==> config.mk <==
export PLATFORM = sky130hd
export DESIGN_NAME = display_scan_ctrl
export DESIGN_NICKNAME = d
export VERILOG_FILES = /design/src/rtl/disp7_pkg.sv /design/src/rtl/scan_slot_timer.sv /design/src/rtl/display_scan_ctrl.sv
export SDC_FILE = /design/constraint.sdc
export NUM_CORES = 1
export LEC_CHECK = 0
export BUFFER_PORTS_ARGS = -buffer_cell sky130_fd_sc_hd__buf_4
export CAP_MARGIN = 5
export CORE_ASPECT_RATIO = 0.75
export CORE_MARGIN = 10
export CORE_UTILIZATION = 58
export CTS_CLUSTER_DIAMETER = 200
export CTS_CLUSTER_SIZE = 24
export DETAILED_ROUTE_END_ITERATION = 12
export PLACE_DENSITY = 0.81
export SYNTH_ARGS = -nofsm -noshare
export SYNTH_HDL_FRONTEND = slang
export SYNTH_HIERARCHICAL = 1
export SYNTH_SLANG_ARGS = --single-unit
==> constraint.sdc <==
create_clock -name i_Clk -period 4.01 [get_ports i_Clk]
set_input_delay 0.6015 -clock i_Clk [delete_from_list [all_inputs] [get_ports i_Clk]]
set_output_delay 0.6015 -clock i_Clk [all_outputs]
set_load 0.03 [all_outputs]
==> src/rtl/disp7_pkg.sv <==
// disp7_pkg: shared types and constants for the 7-segment scan controller.
//  Exports: state_e (IDLE/BLANK/SHOW), SEG_OFF (all segments dark),
//  SEG_LUT (active-low {a,b,c,d,e,f,g} pattern per hex nibble).
package disp7_pkg;

    typedef enum logic [1:0] {IDLE, BLANK, SHOW} state_e;

    localparam logic [6:0] SEG_OFF = 7'b1111111;

    localparam logic [6:0] SEG_LUT [16] = '{
        7'b0000001, 7'b1001111, 7'b0010010, 7'b0000110,
        7'b1001100, 7'b0100100, 7'b0100000, 7'b0001111,
        7'b0000000, 7'b0000100, 7'b0001000, 7'b1100000,
        7'b0110001, 7'b1000010, 7'b0110000, 7'b0111000
    };

endpackage

==> src/rtl/scan_slot_timer.sv <==
// scan_slot_timer: per-digit slot counter and digit index for the scan controller.
//  i_Clk, i_Rst_n : clock, asynchronous active-low reset
//  i_Run          : 1 = advance the counter; 0 = hold counter and index at 0
//  o_Idx          : digit currently being scanned
//  o_In_Blank     : counter is inside the blanking window of the slot
//  o_Blank_End    : last blanking cycle of the slot
//  o_Slot_End     : last cycle of the slot
//  o_Frame_End    : last cycle of the slot of the last digit
module scan_slot_timer #(
    parameter int N_DIGITS  = 4,
    parameter int SCAN_DIV  = 50000,
    parameter int BLANK_CYC = 500,
    localparam int CW = $clog2(SCAN_DIV),
    localparam int IW = (N_DIGITS > 1) ? $clog2(N_DIGITS) : 1
) (
    input  logic          i_Clk,
    input  logic          i_Rst_n,
    input  logic          i_Run,
    output logic [IW-1:0] o_Idx,
    output logic          o_In_Blank,
    output logic          o_Blank_End,
    output logic          o_Slot_End,
    output logic          o_Frame_End
);

    logic [CW-1:0] cnt_q, cnt_d;
    logic [IW-1:0] idx_q, idx_d;
    logic          last_idx;

    always_comb begin
        last_idx    = idx_q == IW'(N_DIGITS - 1);
        o_Slot_End  = cnt_q == CW'(SCAN_DIV - 1);
        o_Blank_End = cnt_q == CW'(BLANK_CYC - 1);
        o_In_Blank  = cnt_q < CW'(BLANK_CYC);
        o_Frame_End = o_Slot_End && last_idx;
        o_Idx       = idx_q;
        cnt_d       = (i_Run && !o_Slot_End) ? cnt_q + CW'(1) : '0;
        idx_d       = !i_Run ? '0 : !o_Slot_End ? idx_q : last_idx ? '0 : idx_q + IW'(1);
    end

    always_ff @(posedge i_Clk or negedge i_Rst_n) begin
        if (!i_Rst_n) begin
            cnt_q <= '0;
            idx_q <= '0;
        end else begin
            cnt_q <= cnt_d;
            idx_q <= idx_d;
        end
    end

endmodule

==> src/rtl/display_scan_ctrl.sv <==
// display_scan_ctrl: time-multiplexed scan controller for an N-digit common-anode 7-segment display.
//  i_Clk, i_Rst_n : clock, asynchronous active-low reset
//  i_Enable       : 1 = scanning, 0 = display dark
//  i_Data/i_Load/o_Ready : valid/ready capture of a new hex value into the pending buffer
//  i_Blank_Mask   : per-digit force-dark
//  o_Anodos       : active-low digit enables (at most one low)
//  o_Segmentos    : active-low segments {a,b,c,d,e,f,g}
//  o_Frame_Done   : one-cycle pulse on the last cycle of the last digit slot
module display_scan_ctrl
    import disp7_pkg::*;
#(
    parameter int N_DIGITS  = 4,
    parameter int SCAN_DIV  = 50000,
    parameter int BLANK_CYC = 500,
    localparam int IW = (N_DIGITS > 1) ? $clog2(N_DIGITS) : 1
) (
    input  logic                  i_Clk,
    input  logic                  i_Rst_n,
    input  logic                  i_Enable,
    input  logic [4*N_DIGITS-1:0] i_Data,
    input  logic                  i_Load,
    output logic                  o_Ready,
    input  logic [N_DIGITS-1:0]   i_Blank_Mask,
    output logic [N_DIGITS-1:0]   o_Anodos,
    output logic [6:0]            o_Segmentos,
    output logic                  o_Frame_Done
);

    state_e                state_q, state_d;
    logic [4*N_DIGITS-1:0] disp_q, disp_d, pend_q, pend_d;
    logic                  pend_vld_q, pend_vld_d;
    logic                  ready_q, ready_d;
    logic [N_DIGITS-1:0]   an_q, an_d;
    logic [6:0]            seg_q, seg_d;
    logic                  fd_q, fd_d;

    logic          run, in_blank, blank_end, slot_end, frame_end;
    logic          frame_evt, capture, commit, show;
    logic [IW-1:0] idx;
    logic [3:0]    nib;

    scan_slot_timer #(
        .N_DIGITS  (N_DIGITS),
        .SCAN_DIV  (SCAN_DIV),
        .BLANK_CYC (BLANK_CYC)
    ) u_timer (
        .i_Clk       (i_Clk),
        .i_Rst_n     (i_Rst_n),
        .i_Run       (run),
        .o_Idx       (idx),
        .o_In_Blank  (in_blank),
        .o_Blank_End (blank_end),
        .o_Slot_End  (slot_end),
        .o_Frame_End (frame_end)
    );

    always_comb begin
        run        = i_Enable && state_q != IDLE;
        state_d    = !i_Enable ? IDLE :
                     state_q == IDLE ? BLANK :
                     (state_q == BLANK && blank_end) ? SHOW :
                     (state_q == SHOW && slot_end) ? BLANK : state_q;
        frame_evt  = i_Enable && state_q == SHOW && frame_end;
        capture    = i_Load && ready_q;
        // Commit only between frames so one frame never mixes old and new digits;
        // with the scan stopped there is no frame to protect.
        commit     = pend_vld_q && (frame_evt || state_q == IDLE);
        pend_d     = capture ? i_Data : pend_q;
        pend_vld_d = capture ? 1'b1 : commit ? 1'b0 : pend_vld_q;
        disp_d     = commit ? pend_q : disp_q;
        // Stays low through the commit cycle and rises the cycle after.
        ready_d    = !(capture || pend_vld_q);
        nib        = disp_q[{idx, 2'b00} +: 4];
        show       = i_Enable && state_q == SHOW && !in_blank && !i_Blank_Mask[idx];
        an_d       = show ? ~(N_DIGITS'(1) << idx) : '1;
        seg_d      = show ? SEG_LUT[nib] : SEG_OFF;
        fd_d       = frame_evt;
    end

    always_ff @(posedge i_Clk or negedge i_Rst_n) begin
        if (!i_Rst_n) begin
            state_q    <= IDLE;
            disp_q     <= '0;
            pend_q     <= '0;
            pend_vld_q <= 1'b0;
            ready_q    <= 1'b1;
            an_q       <= '1;
            seg_q      <= SEG_OFF;
            fd_q       <= 1'b0;
        end else begin
            state_q    <= state_d;
            disp_q     <= disp_d;
            pend_q     <= pend_d;
            pend_vld_q <= pend_vld_d;
            ready_q    <= ready_d;
            an_q       <= an_d;
            seg_q      <= seg_d;
            fd_q       <= fd_d;
        end
    end

    assign o_Ready      = ready_q;
    assign o_Anodos     = an_q;
    assign o_Segmentos  = seg_q;
    assign o_Frame_Done = fd_q;

endmodule
==> flow_summary_export.csv <==
group,metric,value,unit
timing,fin_tns_setup,0,ns
clock_tree,htree_levels,3,
timing,fmax,0.310,GHz
clock_tree,numCtsBuffers,9,
placed_design,portBuffers,36,
timing,finClkSkew,0.00926,ns
clock_tree,cts_max_path_buffers,2,
critical_path,critPathKind,"flop to flop",
layout,fin_area,0.00369,mm2
logic_synthesis,synth-seq-cells,66,
critical_path,path_max_fanout,16,
timing,setup_viol,0,
routing,vias_per_cell,5.55,
logic_synthesis,ys_seq_area_share,52.6,%
critical_path,end_kind,"flop",
critical_path,timing.rr.start,"u_timer/cnt_q[12]",
floorplan,num_rows,23,
placed_design,postPlaceCellArea,0.00347,mm2
routing,vias,2070,
global_route,grt.overflow.total,0,
routing,wire_per_inst,16.0,um
routing,drtIter0Drc,59,
routing,ant_nets,0,
clock_tree,hold_buffers,0,
layout,area_delta_synth_final,16.5,%
clock_tree,post_cts_buffers,0,
layout,fillerInstances,378,
critical_path,cp_data_arrival_time,3.45,ns
global_route,use_met2,21.7,%
floorplan,core-area,0.00532,mm2
routing,drt_wl_total,5970,um
timing,hold_viol,0,
floorplan,initial_core_util,59.6,%
global_route,use_met1,17.7,%
global_route,grt_pass1_wl,10200,um
layout,antennaDiodeCount,0,
logic_synthesis,synth.net_count,288,
critical_path,cp_data_required_time,4.23,ns
power_and_ir_drop,static-leakage-power,1.55,nW
logic_synthesis,synth-async-reset-ratio,100,%
global_route,met3_usage,5.63,%
logic_synthesis,ys.flop_type,"dfrtp_1",
logic_synthesis,yosysWarnings,6,
floorplan,dieWidth,105,um
critical_path,setup.worst_path.start,"u_timer/cnt_q[12]",
logic_synthesis,synth.area.mux_share,17.5,%
logic_synthesis,synth-compound-area-share,5.88,%
timing,max-slew-margin-rel,48.3,%
power_and_ir_drop,peakVddDrop,394,uV
floorplan,dieArea,0.00885,mm2
timing,final_max_slew_viol_count,0,
layout,nNetsFinal,326,
critical_path,rr_worst_depth,8,
global_route,grt_max_degree,67,
timing,post-route-period-util,80.6,%
logic_synthesis,synth-edff-count,0,
placed_design,gp_congestion,0.857,
clock_tree,clock_sinks,66,
global_route,grt_use_total,14.4,%
placed_design,dp_hpwl,4320,um
clock_tree,clk_pin_slew_worst_paths,0.07,ns
status,status,"finished clean",
power_and_ir_drop,power_density,564,mW/mm2
timing,rsz0062_at_grt,"no",
layout,final_common_cell,"dfrtp_1",
global_route,antenna_found_initial,0,
critical_path,rr_endpoint,"disp_q[10]",
layout,layout_common_cells,"54 x dfrtp_1, 36 x buf_4, 33 x mux2_2",
critical_path,crit_end,"disp_q[10]",
global_route,grt_pass1_vias,2137,
logic_synthesis,synthAdderAreaFrac,3.55,%
worst_hold_path,worst_hold_path_type,"input port to asynchronous set/reset pin",
logic_synthesis,synth-simple-area-share,12.2,%
clock_tree,cts_resized,0,
floorplan,fp.dieH,84.0,um
job,drv_cap,0,
routing,firstDrtPassIters,4,
timing,min_period,3.23,ns
clock_tree,cts_tree,"done",
timing,tightest_slew,0.776,ns
logic_synthesis,postSynthCellCount,255,
global_route,grt.busiest_layer,"met2",
routing,drc_errors,0,
clock_tree,clk_latency,0.34,ns
layout,layout-drive-gt1-share,35.9,%
clock_tree,root_buffer,"clkbuf_8",
logic_synthesis,yosys.cell_types.count,47,
floorplan,pin_count,37,
logic_synthesis,synth_top_family_by_area,"multiplexers",
logic_synthesis,syn_area,0.00317,mm2
logic_synthesis,synth_area_per_cell,12.4,um2
critical_path,startpoint_type,"flop",
logic_synthesis,synthXorXnorAreaFrac,4.97,%
critical_path,reg2reg_slack,0.78,ns
## how the worst min path moves through the flow
stage	start	to	cells past startpoint	slack, ns
2_1_floorplan	i_Rst_n	disp_q[0]	0	0.31
3_3_place_gp	pend_vld_q	o_Ready	1	0.42
3_5_place_dp	pend_vld_q	o_Ready	1	0.44
4_1_cts	i_Rst_n	pend_q[10]	1	0.36
5_1_grt	i_Rst_n	pend_q[0]	1	0.38
6_report	i_Rst_n	pend_q[4]	1	0.34
## state kept, by name, summed over array words and instances, names as in the netlist, 2 cells and up
register       cells
state_q            2
u_timer/cnt_q     16
pend_q            16
o_Anodos           4
u_timer/o_Idx      2
disp_q            16
o_Segmentos        7
## cell type report
type                    instances  area (um2)  share of cell area, %
flip-flops and latches         66        1670                   45.1
multi-input cells             170        1400                   37.9
repair buffers                 36         270                   7.31
clock buffers                  10         138                   3.73
well taps                      75        93.8                   2.54
clock inverters                 6        90.1                   2.44
inverters                      10        37.5                   1.02
## worst max-delay path, stage by stage (launching register included)
cell and delay, ns:
dfrtp_1 0.41, or4_1 0.54, or4_1 0.64, inv_1 0.14
and2_1 0.13, nand2_1 0.07, a21oi_1 0.16, and2_1 0.61
mux2_2 0.42
## metrics by stage
step	std cells	power (mW)	hold slack (ns)	setup slack, ns	utilization, %
3_5_place_dp	357	1.48	0.440	0.795	65.1
3_3_place_gp	357	1.45	0.424	0.875	65.1
4_1_cts	373	2.11	0.363	0.777	69.4
2_1_floorplan	255	1.34	0.306	1.13	-
5_1_grt	373	2.21	0.383	0.608	69.4
6_report	373	2.08	0.344	0.780	69.4
## cells by family after synthesis
logic type | count (synthesis)
buf+inv | 19
mux | 44
simple gates | 73
compound gates | 26
xor+xnor | 18
flops | 66
fa+ha+maj | 9
## synthesized netlist by cell type (2+ instances only)
cell type  count  area, um2
a211oi_1       3       22.5
a21oi_1        4       20.0
and2_1         3       18.8
and3_1         2       12.5
and4_1         2       17.5
buf_2          2       10.0
buf_4          2       15.0
buf_6          3       33.8
dfrtp_1       54       1350
dfstp_2       12        315
ha_1           9        113
inv_1         10       37.5
mux2_2        33        372
mux2_4         2       30.0
mux2i_1        4       40.0
mux4_2         4       90.1
nand2_1       12       45.0
nand3_1        8       40.0
nand4_1        5       31.3
nor2_1        24       90.1
nor3_1         2       10.0
nor4_1         6       37.5
o21a_1         2       15.0
o21ai_0        2       10.0
o21ai_1        3       15.0
o221ai_1       3       26.3
o311ai_0       2       17.5
or4_1          2       15.0
xnor2_1        9       78.8
xor2_1         9       78.8
## power by group
part	switching (mW)	internal, mW	total, mW
sequential	0.102	0.819	0.921
combinational	0.256	0.287	0.543
clock	0.253	0.368	0.621
total	0.611	1.47	2.08
## layer usage
metal / part of all wire (%) / up-vias
met3: 5.4 / 7
li1: - / 992
met4: 1.6 / 0
met5: 0 / -
met2: 45 / 42
met1: 48 / 1029
Power figures use the tool's default switching activity.
